### config.mk
export PLATFORM = sky130hd
export DESIGN_NAME = pong_score_ctrl
export DESIGN_NICKNAME = d
export VERILOG_FILES = /design/src/rtl/pong_pkg.sv /design/src/rtl/pong_score_ctrl_serve_timer.sv /design/src/rtl/pong_score_ctrl.sv
export SDC_FILE = /design/constraint.sdc
export NUM_CORES = 1
export LEC_CHECK = 0
export ABC_AREA = 1
export BUFFER_PORTS_ARGS = -buffer_cell sky130_fd_sc_hd__buf_2
export CAP_MARGIN = 20
export CELL_PAD_IN_SITES_DETAIL_PLACEMENT = 0
export CELL_PAD_IN_SITES_GLOBAL_PLACEMENT = 1
export CORE_MARGIN = 4
export CORE_UTILIZATION = 44
export CTS_BUF_LIST = sky130_fd_sc_hd__clkbuf_4 sky130_fd_sc_hd__clkbuf_8
export CTS_CLUSTER_SIZE = 30
export DETAILED_ROUTE_END_ITERATION = 8
export PLACE_DENSITY = 0.86
export SLEW_MARGIN = 20
export SYNTH_ARGS = -nofsm -noshare
export SYNTH_HDL_FRONTEND = slang
export SYNTH_SLANG_ARGS = --single-unit
### constraint.sdc
create_clock -name clk -period 1.8 [get_ports clk]
set_input_delay 0.18 -clock clk [delete_from_list [all_inputs] [get_ports clk]]
set_output_delay 0.18 -clock clk [all_outputs]
set_load 0.02 [all_outputs]
### src/rtl/pong_pkg.sv
// Shared types and helpers for the pong game-flow logic: FSM state encoding,
// score width, player ids and BCD-pair to binary conversion.
package pong_pkg;

    typedef enum logic [2:0] {
        IDLE,
        CLEAR,
        SERVE,
        PLAY,
        SCORE,
        WAIT,
        CHECK,
        OVER
    } state_e;

    localparam int SCORE_W = 7;

    localparam logic PLAYER_A = 1'b0;
    localparam logic PLAYER_B = 1'b1;

    // 10*tens + units, built from shifts so no multiplier is inferred.
    function automatic logic [SCORE_W-1:0] bcd2_to_bin(input logic [3:0] tens,
                                                       input logic [3:0] units);
        logic [SCORE_W-1:0] t;
        logic [SCORE_W-1:0] u;
        t = SCORE_W'(tens);
        u = SCORE_W'(units);
        return (t << 3) + (t << 1) + u;
    endfunction

endpackage

### src/rtl/pong_score_ctrl_serve_timer.sv
// Loadable down-counter that stops at zero; done is high while the count is zero.
// Used for serve delays and intended for reuse on paddle-reset delays.
module serve_timer #(
    parameter int WIDTH = 8
) (
    input  logic             clk,
    input  logic             reset,
    input  logic             load,
    input  logic             en,
    input  logic [WIDTH-1:0] load_val,
    output logic             done
);

    logic [WIDTH-1:0] count_q;
    logic [WIDTH-1:0] count_d;

    always_comb begin
        count_d = count_q;
        if (load) begin
            count_d = load_val;
        end else if (en && (count_q != '0)) begin
            count_d = count_q - WIDTH'(1);
        end
    end

    always_ff @(posedge clk or posedge reset) begin
        if (reset) begin
            count_q <= '0;
        end else begin
            count_q <= count_d;
        end
    end

    assign done = (count_q == '0);

endmodule

### src/rtl/pong_score_ctrl.sv
// Game-flow controller for the two-player pong score counter.
// Optional build macro WIN_BY_TWO_EN: a win additionally needs a 2-point lead.
module pong_score_ctrl #(
    parameter int WIN_SCORE   = 11,
    parameter int SERVE_TICKS = 50_000_000
) (
    input  logic       clk,
    input  logic       reset,
    input  logic       start,
    input  logic       point_A,
    input  logic       point_B,
    input  logic [3:0] dig0_A,
    input  logic [3:0] dig1_A,
    input  logic [3:0] dig0_B,
    input  logic [3:0] dig1_B,
    output logic       d_inc_A,
    output logic       d_inc_B,
    output logic       d_clr,
    output logic       ball_hold,
    output logic       game_over,
    output logic       winner
);

    import pong_pkg::*;

    localparam int                 TIMER_W    = (SERVE_TICKS > 1) ? $clog2(SERVE_TICKS) : 1;
    localparam logic [TIMER_W-1:0] SERVE_LOAD = TIMER_W'(SERVE_TICKS - 1);
    localparam logic [SCORE_W-1:0] WIN_TARGET = SCORE_W'(WIN_SCORE);

    state_e state_q, state_d;
    logic   d_inc_a_q, d_inc_a_d;
    logic   d_inc_b_q, d_inc_b_d;
    logic   d_clr_q, d_clr_d;
    logic   ball_hold_q, ball_hold_d;
    logic   game_over_q, game_over_d;
    logic   winner_q, winner_d;

    logic               timer_load;
    logic               timer_en;
    logic               timer_done;
    logic [SCORE_W-1:0] score_a;
    logic [SCORE_W-1:0] score_b;
    logic               win;
    logic               win_player;

    serve_timer #(
        .WIDTH(TIMER_W)
    ) u_serve_timer (
        .clk     (clk),
        .reset   (reset),
        .load    (timer_load),
        .en      (timer_en),
        .load_val(SERVE_LOAD),
        .done    (timer_done)
    );

    // Digits are only consumed in CHECK, one cycle after the counter updated.
    assign score_a = bcd2_to_bin(dig1_A, dig0_A);
    assign score_b = bcd2_to_bin(dig1_B, dig0_B);

`ifdef WIN_BY_TWO_EN
    localparam logic [SCORE_W-1:0] LEAD_MIN  = SCORE_W'(2);
    localparam logic [SCORE_W-1:0] SCORE_MAX = SCORE_W'(99);

    logic               a_ahead;
    logic [SCORE_W-1:0] top_score;
    logic [SCORE_W-1:0] lead;

    // A leader sitting at 99 always wins so the counter never wraps.
    always_comb begin
        a_ahead    = (score_a > score_b);
        top_score  = a_ahead ? score_a : score_b;
        lead       = a_ahead ? (score_a - score_b) : (score_b - score_a);
        win        = ((top_score >= WIN_TARGET) && (lead >= LEAD_MIN)) ||
                     ((top_score == SCORE_MAX) && (lead != '0));
        win_player = a_ahead ? PLAYER_A : PLAYER_B;
    end
`else
    always_comb begin
        win        = (score_a >= WIN_TARGET) || (score_b >= WIN_TARGET);
        win_player = (score_a >= WIN_TARGET) ? PLAYER_A : PLAYER_B;
    end
`endif

    always_comb begin
        state_d = state_q;
        unique case (state_q)
            IDLE:    if (start) state_d = CLEAR;
            CLEAR:   state_d = SERVE;
            SERVE:   if (timer_done) state_d = PLAY;
            PLAY:    if (point_A || point_B) state_d = SCORE;
            SCORE:   state_d = WAIT;
            WAIT:    state_d = CHECK;
            CHECK:   state_d = win ? OVER : SERVE;
            OVER:    if (start) state_d = CLEAR;
            default: state_d = IDLE;
        endcase
    end

    // Timer loads on every entry to SERVE, from CLEAR or from a non-winning CHECK.
    assign timer_load = (state_d == SERVE) && (state_q != SERVE);
    assign timer_en   = (state_q == SERVE);

    // Outputs are decoded from the next state so they line up with the state register.
    always_comb begin
        d_clr_d     = (state_d == CLEAR);
        d_inc_a_d   = (state_q == PLAY) && point_A;
        d_inc_b_d   = (state_q == PLAY) && !point_A && point_B;
        ball_hold_d = (state_d != PLAY);
        game_over_d = (state_d == OVER);
        winner_d    = winner_q;
        if ((state_q == CHECK) && win) begin
            winner_d = win_player;
        end
    end

    always_ff @(posedge clk or posedge reset) begin
        if (reset) begin
            state_q     <= IDLE;
            d_inc_a_q   <= 1'b0;
            d_inc_b_q   <= 1'b0;
            d_clr_q     <= 1'b0;
            ball_hold_q <= 1'b1;
            game_over_q <= 1'b0;
            winner_q    <= 1'b0;
        end else begin
            state_q     <= state_d;
            d_inc_a_q   <= d_inc_a_d;
            d_inc_b_q   <= d_inc_b_d;
            d_clr_q     <= d_clr_d;
            ball_hold_q <= ball_hold_d;
            game_over_q <= game_over_d;
            winner_q    <= winner_d;
        end
    end

    assign d_inc_A   = d_inc_a_q;
    assign d_inc_B   = d_inc_b_q;
    assign d_clr     = d_clr_q;
    assign ball_hold = ball_hold_q;
    assign game_over = game_over_q;
    assign winner    = winner_q;

endmodule

Word level (Yosys, flattened, before mapping)
Index checks and enable logic that the tools add are counted.
{"block": "totals", "ramBits": 0, "mem_count": 0, "word_cells": 49, "latch_bits": 0, "rom_bits": 0, "register_bits": 35, "output_inout_bits": 6}
{"block": "classes", "div": 0, "n_mul": 0, "bitwise_logic": 0, "reduce_logical": 14, "mux": 8, "order_cmp": 2, "n_eq_ne": 12, "add_sub_neg": 5, "n_shift": 0}
{"operator": "two-way mux 26 bit", "count": 2}
{"operator": "zero test 26 bit", "count": 1}
{"operator": "nonzero test 26 bit", "count": 1}
{"operator": "subtractor 26 x 1 -> 26 bit, second input constant", "count": 1}
{"operator": "case mux 3 bit (7 select lines)", "count": 1}
{"operator": "equality test 3 bit, second input constant", "count": 5}
{"operator": "adder 7 x 4 -> 7 bit", "count": 2}
{"operator": "adder 7 x 5 -> 7 bit", "count": 2}
{"operator": "greater-or-equal comparator 7 x 4 -> 1 bit, second input constant", "count": 2}
{"operator": "two-way mux 3 bit", "count": 4}
{"operator": "equality test 3 x 2 -> 1 bit, second input constant", "count": 3}
{"operator": "equality test 3 x 1 -> 1 bit, second input constant", "count": 2}
{"operator": "logical AND 1 bit", "count": 6}
{"operator": "!= test 3 x 2 -> 1 bit, second input constant", "count": 2}
{"operator": "zero test 3 bit", "count": 1}
{"operator": "logical OR 1 bit", "count": 2}
{"operator": "nonzero test 2 bit", "count": 1}
{"operator": "OR reduction 2 bit", "count": 1}
{"operator": "zero test 1 bit", "count": 1}
{"operator": "two-way mux 1 bit", "count": 1}

Logic depth before layout (Yosys ltp)
Gate-level depths: netlist of the first run.
{"block": "logic_depth", "depth_word": 9, "mapped_depth": 15}

Modules after synthesis
A second synthesis of the first run with hierarchy kept.
{"block": "hier_totals", "cells_unflattened": 448, "area_unflattened_um2": 3009.1}
{"mod": "serve_timer", "instances": 1, "seq_area_each_um2": 650.6, "cells_each": 331, "area_each_um2": 2093.3}
{"mod": "pong_score_ctrl", "instances": 1, "seq_area_each_um2": 226.5, "cells_each": 117, "area_each_um2": 915.9}

Worst setup path before layout of the first run
No wires, ideal clock.
{"block": "synth_timing", "path_kind": "in2reg", "startpoint": "in dig0_B[3]", "endpoint": "reg u_serve_timer.count_q[10]", "t_required_ps": 1678, "path_slack_ps": -373, "arrival_ps": 2051, "path_buffers": 0, "setup_ps": 122, "stages": 14, "cell_sequence": "fa_1 > fa_1 > inv_1 > nand2_1 > nand2_1 > nand2_1 > inv_1 > nand3_1 > nor2_1 > nand2_1 > nand2_2 > nand2_1 > nor2_4 > nor2_1"}
{"block": "synth_between", "elab_chain_cells": 8, "elab_cells_between_ends": 9}
{"item": "start: declaration", "line_no": "pong_score_ctrl.sv:14", "rtl": "input logic [3:0] dig0_B,"}
{"item": "adder 7 x 4 -> 7 bit (*)", "line_no": "pong_pkg.sv:28", "rtl": "return (t << 3) + (t << 1) + u;"}
{"item": "greater-or-equal comparator 7 x 4 -> 1 bit (*)", "line_no": "pong_score_ctrl.sv:80", "rtl": "win = (score_a >= WIN_TARGET) || (score_b >= WIN_TARGET);"}
{"item": "logical OR 1 bit (*)", "line_no": "pong_score_ctrl.sv:80"}
{"item": "two-way mux 3 bit (*)", "line_no": "pong_score_ctrl.sv:94", "rtl": "CHECK: state_d = win ? OVER : SERVE;"}
{"item": "case mux 3 bit (7 select lines) (*)", "line_no": "pong_score_ctrl.sv:87", "rtl": "unique case (state_q)"}
{"item": "named net state_d[0]", "line_no": "pong_score_ctrl.sv:30", "rtl": "state_e state_q, state_d;"}
{"item": "equality test 3 x 2 -> 1 bit (*)", "line_no": "pong_score_ctrl.sv:101", "rtl": "assign timer_load = (state_d == SERVE) && (state_q != SERVE);"}
{"item": "logical AND 1 bit (*)", "line_no": "pong_score_ctrl.sv:101"}
{"item": "two-way mux 26 bit / nonzero test 2 bit (equally long branches)"}
{"item": "end signal: assignment", "line_no": "pong_score_ctrl_serve_timer.sv:30", "rtl": "count_q <= count_d;"}
{"item": "end: declaration", "line_no": "pong_score_ctrl_serve_timer.sv:14", "rtl": "logic [WIDTH-1:0] count_q;"}
Mark *: on every way through the listed nets, which the timed path passes. The rest lies on a longest branch.
A chain may end at the register's enable or synchronous reset.

Worst setup path after layout of the first run
{"block": "layout_timing", "startpoint": "in dig1_A[2]", "endpoint": "reg u_serve_timer.count_q[18]"}
{"block": "layout_between", "elab_chain_cells": 9, "elab_cells_between_ends": 10}
{"item": "start: declaration", "line_no": "pong_score_ctrl.sv:13", "rtl": "input logic [3:0] dig1_A,"}
{"item": "adder 7 x 5 -> 7 bit (*)", "line_no": "pong_pkg.sv:28"}
{"item": "adder 7 x 4 -> 7 bit (*)", "line_no": "pong_pkg.sv:28"}
{"item": "greater-or-equal comparator 7 x 4 -> 1 bit (*)", "line_no": "pong_score_ctrl.sv:80"}
{"item": "logical OR 1 bit (*)", "line_no": "pong_score_ctrl.sv:80"}
{"item": "two-way mux 3 bit (*)", "line_no": "pong_score_ctrl.sv:94"}
{"item": "case mux 3 bit (7 select lines) (*)", "line_no": "pong_score_ctrl.sv:87"}
{"item": "named net state_d[0]", "line_no": "pong_score_ctrl.sv:30"}
{"item": "equality test 3 x 2 -> 1 bit (*)", "line_no": "pong_score_ctrl.sv:101"}
{"item": "logical AND 1 bit (*)", "line_no": "pong_score_ctrl.sv:101"}
{"item": "two-way mux 26 bit / nonzero test 2 bit (equally long branches)"}
Marked as above.

==> results of run 1 <==
[cell families (layout without fill, tap and decap cells)]
kind of cell / Yosys count / in the layout / synth area share
and+or+nand+nor: 202 / 202 / 0.366
buffers and inverters: 56 / 127 / 0.0900
DFF: 35 / 35 / 0.350
adders and majority gates: 19 / 19 / 0.107
AOI/OAI and AO/OA: 19 / 19 / 0.0415
xor gates and xnor gates: 13 / 13 / 0.0455
[worst max-delay path: stages]
cell and delay (ns):
buf_6 0.10, fa_2 0.59, fa_2 0.44, nand2_1 0.06
o21ai_1 0.06, inv_1 0.06, nand2_1 0.05, nor2_1 0.10
nand2_1 0.09, nand2_4 0.10, nand2_4 0.07, nor2_4 0.20
nor2_1 0.06
[layout make-up]
type,count,area share
flip-flops and latches,35,0.275
clock buffers,8,0.0286
multi-input cells,253,0.465
repair buffers,65,0.140
inverters,54,0.0635
well taps,72,0.0282
[worst paths after layout]
path	slack, ns	to
max in group asynchronous	1.47	ball_hold$_DFF_PP1_
worst min-delay path	-0.007	d_inc_B$_DFF_PP0_
min in group clk	0.06	d_inc_B$_DFF_PP0_
worst max register to register	0.02	u_serve_timer.count_q[13]$_DFFE_PP0P_
worst min register to register	0.49	winner$_DFFE_PP0P_
worst max-delay path	-0.19	u_serve_timer.count_q[18]$_DFFE_PP0P_
[routing by layer]
layer,global-route usage,wire (um)
met1,0.215,2590
met2,0.289,2690
met3,0.0327,180
met4,0.0526,54
met5,0,0
[where the power goes]
part | switching [W] | total, W | internal (W)
clock network | 0.000268 | 0.000588 | 0.000320
registers | 0.0000706 | 0.000956 | 0.000885
logic | 0.000902 | 0.00156 | 0.000654
[state kept, by name, summed over array words and instances, names as in the netlist]
signal,flops
u_serve_timer.count_q,26
state_q,3
ball_hold,1
d_clr,1
d_inc_A,1
d_inc_B,1
game_over,1
winner,1
[timing repair]
action | 4_1_cts | 5_1_grt
pin swaps | 8 | 13
gates resized for setup | 9 | 14
setup endpoints to repair | 30 | 32
setup buffers | 1 | 0
hold endpoints to repair | 0 | 0
[metrics by stage]
stage               instance area (sq um)  worst slack, ns  total power [W]
floorplan                            2520           -0.266          0.00192
detailed placement                   3010           -0.498          0.00244
CTS                                  3140           -0.175          0.00308
finish                               3190           -0.193          0.00310
global route                         3190           -0.317          0.00333
global placement                     3010           -0.453          0.00240
[synth_stat cells, types with 2 or more instances]
master	number
nand2_1	86
nor2_1	52
inv_1	50
dfrtp_1	34
nand3_1	30
ha_1	15
xor2_1	11
nor3_1	8
o21ai_0	8
a21oi_1	6
nor2_2	6
nand4_1	5
fa_1	4
inv_2	4
nand2_2	4
buf_6	2
nor2_4	2
nor3_2	2
o21ai_1	2
xnor2_1	2
==> impl_metrics.yaml, run 1 <==
global_routing:
  grt_max_degree: 36
  grt_usage: 0.169
  grt_remaining_overflow: 0
  antenna_found_initial: 0
  grt_pass1_wl_um: 9650
  grt_pass1_vias: 2234
run_status:
  violations: "negative hold slack, negative setup slack"
  outcome: "finished, violations left"
detailed_routing:
  drt_iter0_markers: 102
  viasPerCell: 4.74
  drc: 0
  wire_per_inst_um: 11.3
  ant_nets: 0
  wl_um: 5520
  first_pass_iters: 4
  route.vias.total: 2306
logic_synthesis:
  synthArstFlopShare: 1.00
  ys_seq_area_frac: 0.350
  synth-edff-count: 0
  yosys.area.top_type: "dfrtp_1"
  synth.distinct_cells: 31
  synth_area_sq_um: 2500
  synth_nets: 384
  ys_seq_elements: 35
  yosys-top-cells-area: "dfrtp_1 34%, nand2_1 13%, nor2_1 7.8%"
  post-synth-top-area-fraction: 0.340
  ys.flop_type: "dfrtp_1"
  syn_inst: 344
  yosysWarnings: 0
  syn_area_per_cell_sq_um: 7.28
final_layout:
  multiInputGateArea_sq_um: 1490
  fin_util: 0.580
  drive_above_1_share: 0.280
  final_cell_mix: "83 x nand2_1, 49 x nor2_1, 48 x inv_1"
  final_common_cell: "nand2_1"
  final_nets: 454
  seqCellArea_sq_um: 877
  fillers: 507
  final_cells: 487
  diodes: 0
  area_growth_syn_to_layout_pct: 27.6
min_path:
  hp-class: "primary input to async pin"
clock_tree:
  clkLatencyLatePin_ns: 0.29
  cts.sinks: 35
  cts_buffer_depth: 2
  numCtsBuffers: 5
  cts-root-buf: "clkbuf_8"
  htree_levels: 2
  clkTransAtPathRegs_ns: 0.07
  ctsHoldBuffers: 0
  cts_tree: "done"
placement:
  place_inst: 478
  port-buffer-count: 26
  dp.final_hpwl_um: 4370
  routabilityCongestion: 0.838
worst_setup_path:
  r2r-start: "u_serve_timer.count_q[0]$_DFFE_PP0P_"
  cp-start-kind: "primary input"
  cp-end-kind: "flip-flop"
  critPathLaunch: "dig1_A[2]"
  critPathKind: "primary input to flip-flop"
  worstRegToRegCells: 12
  crit_fanout: 8
  cp.required_ns: 1.97
  arrival_ns: 2.17
sta:
  finalHoldViolCount: 30
  finalClockSkew_ns: 0.00492
  hold_slack_ns: -0.00709
  worst_pin_slew_ns: 0.553
  rsz0062_at_grt: "yes"
  maxSlewViolCount: 0
  setup_viol: 31
  slew_headroom: 0.629
  fin_tns_setup_ns: -4.34
  fmax_mhz: 502
  period_needed_ns: 1.99
  fin_ws_ns: -0.193
  fin_crit_sh: 1.11
die:
  initial_core_util: 0.455
  io_pins: 27
  fp.dieW_um: 83.4
  rows: 27
  coreArea_sq_um: 5510
  die_area_sq_um: 6960
  dieHeight_um: 83.4
power:
  vdd_drop_max_v: 0.000570
  pwr_density_cell_nw_per_um2: 970
  p_leak_nw: 1.58
run:
  cap_violations: 0
Note: power is estimated with default switching activity, not from simulation.
==> run 2, diff against run 1 <==
- SLEW_MARGIN: 20 -> default
- clock period: 1.8 -> 2.15 ns (I/O delays scaled with it)
==> run 2 against run 1 <==
Net effect: the run now ends clean; hold slack gained 0.030 ns; setup slack gained 0.27 ns; cell count shrank 4.1%; critical path depth is the same; critical path type unchanged; wire length shrank 4.3%; combinational power shrank 27%; non-clock buffer count shrank 20; clock power shrank 9.4%; sequential share of layout area grew 1.2 points; register-to-register slack gained 0.15 ns; sequential cell count is the same; highest routed layer unchanged.
==> impl_metrics.yaml, run 2 (synthesized netlist as in run 1, its figures left out) <==
die:
  io_pins: 27
  die_area_sq_um: 6960
  rows: 27
  initial_core_util: 0.455
  fp.dieW_um: 83.4
  coreArea_sq_um: 5510
  dieHeight_um: 83.4
worst_setup_path:
  crit_fanout: 8
  cpMostUsedCell: "nand2_1"
  cp-end-kind: "flip-flop"
  slowest_stage: "fa_1"
  critPathKind: "primary input to flip-flop"
  cp.required_ns: 2.32
  cp_num_buf_inv: 2
  arrival_ns: 2.24
  cp_top_family: "adder cells"
  cp-start-kind: "primary input"
  reg2reg_slack_ns: 0.17
  crit_chain: "buf_6, fa_1, fa_2, nand2_1, nand2_1, inv_1, nand3_2, nor2_1, nand2_1, nand2_2, nand2_4, nor2_4, nor2_1"
  slowest_delay_ns: 0.58
detailed_routing:
  wire_per_inst_um: 11.3
  viasPerCell: 4.72
  wl_um: 5280
  route.vias.total: 2205
  drt_iter0_markers: 99
  first_pass_iters: 4
  drc: 0
  ant_nets: 0
final_layout:
  largest_reg_flops: 26
  diodes: 0
  regMostFlops: "u_serve_timer.count_q"
  fin_util: 0.556
  seqCellArea_sq_um: 877
  drive_above_1_share: 0.238
  final_nets: 434
  fillers: 539
  top_regs: "u_serve_timer.count_q: 26 flops, state_q: 3 flops"
  area_growth_syn_to_layout_pct: 22.2
  final_cell_mix: "84 x nand2_1, 49 x inv_1, 48 x nor2_1"
  multiInputGateArea_sq_um: 1490
  final_common_cell: "nand2_1"
global_routing:
  grt_remaining_overflow: 0
  antenna_found_initial: 0
  grt_pass1_wl_um: 9380
  grt_max_degree: 36
  grt_pass1_vias: 2139
  grt_usage: 0.162
placement:
  routabilityCongestion: 0.789
  port-buffer-count: 26
  dp.final_hpwl_um: 4090
sta:
  finalHoldViolCount: 0
  rsz0062_at_grt: "yes"
  fin_crit_sh: 0.966
  fmax_mhz: 481
  period_needed_ns: 2.08
  maxSlewViolCount: 0
  fin_tns_setup_ns: 0
  slew_headroom: 0.699
  setup_viol: 0
  finalClockSkew_ns: 0.00486
  worst_pin_slew_ns: 0.452
power:
  p_leak_nw: 1.50
  netSwitchingFraction: 0.405
  pwr-share-seq: 0.325
  power_w: 0.00248
  clkPwrFrac: 0.214
  p_comb_frac: 0.461
  p_switching_w: 0.00101
  p_int_w: 0.00148
  vdd_drop_max_v: 0.000415
  pwr_density_cell_nw_per_um2: 812
clock_tree:
  cts_buffer_depth: 2
  numCtsBuffers: 5
  clkTransAtPathRegs_ns: 0.07
  clkLatencyLatePin_ns: 0.28
  cts_tree: "done"
  cts.sinks: 35
  cts-root-buf: "clkbuf_8"
  htree_levels: 2
run:
  cap_violations: 0
min_path:
  hp-class: "primary input to async pin"
run_status:
  outcome: "finished, final reports clean"
-- run 2: worst paths after layout --
kind,to,cells past startpoint,startpoint
hold reg to reg,winner$_DFFE_PP0P_,2,winner$_DFFE_PP0P_
hold / removal,u_serve_timer.count_q[22]$_DFFE_PP0P_,3,reset
min in group clk,d_inc_B$_DFF_PP0_,2,point_A
max in group asynchronous,ball_hold$_DFF_PP1_,3,reset
setup reg to reg,u_serve_timer.count_q[21]$_DFFE_PP0P_,12,u_serve_timer.count_q[0]$_DFFE_PP0P_
setup / recovery,u_serve_timer.count_q[9]$_DFFE_PP0P_,13,dig1_B[2]
-- run 2: per-stage QoR --
stage / area (sq um) / setup slack (ns) / std cells / hold slack (ns)
global route: 3060 / -0.0447 / 467 / 0.0575
finish: 3060 / 0.0722 / 467 / 0.0227
global placement: 2850 / -0.214 / 457 / 0.339
CTS: 2950 / 0.0532 / 465 / 0.0337
detailed placement: 2850 / -0.253 / 457 / 0.343
floorplan: 2510 / 0.00869 / 344 / 0.286
-- run 2: worst min-delay path: stages --
cell	delay (ns)
buf_2	0.09
inv_1	0.04
buf_4	0.39
-- run 2: timing repair --
action	4_1_cts	5_1_grt
gates resized for setup	0	20
setup buffers	0	2
hold endpoints to repair	0	0
hold buffers	0	0
endpoints found under the setup margin	0	19
-- run 2: power by group through the flow --
stage | registers (W) | clock network, W | logic, W
final | 0.000807 | 0.000533 | 0.00114
after floorplan | 0.000850 | 0 | 0.000753
after global placement | 0.000815 | 0 | 0.00107
after detailed placement | 0.000820 | 0 | 0.00109
after global routing | 0.000815 | 0.000589 | 0.00129
after CTS | 0.000808 | 0.000545 | 0.00109
-- run 2: per-layer routing --
| layer | global-route usage | vias to the layer above | share of wire |
|---|---|---|---|
| met2 | 0.274 | 27 | 0.49 |
| met4 | 0.0541 | 0 | 0.014 |
| li1 | - | 1178 | - |
| met1 | 0.208 | 993 | 0.47 |
| met3 | 0.0288 | 7 | 0.025 |
| met5 | 0 | - | 0 |
-- run 2: layout make-up --
class | instances | area share
clock buffer | 8 | 0.0339
multi-input combinational | 253 | 0.486
tap | 72 | 0.0294
inverter | 54 | 0.0663
sequential | 35 | 0.287
timing repair buffer | 45 | 0.0973
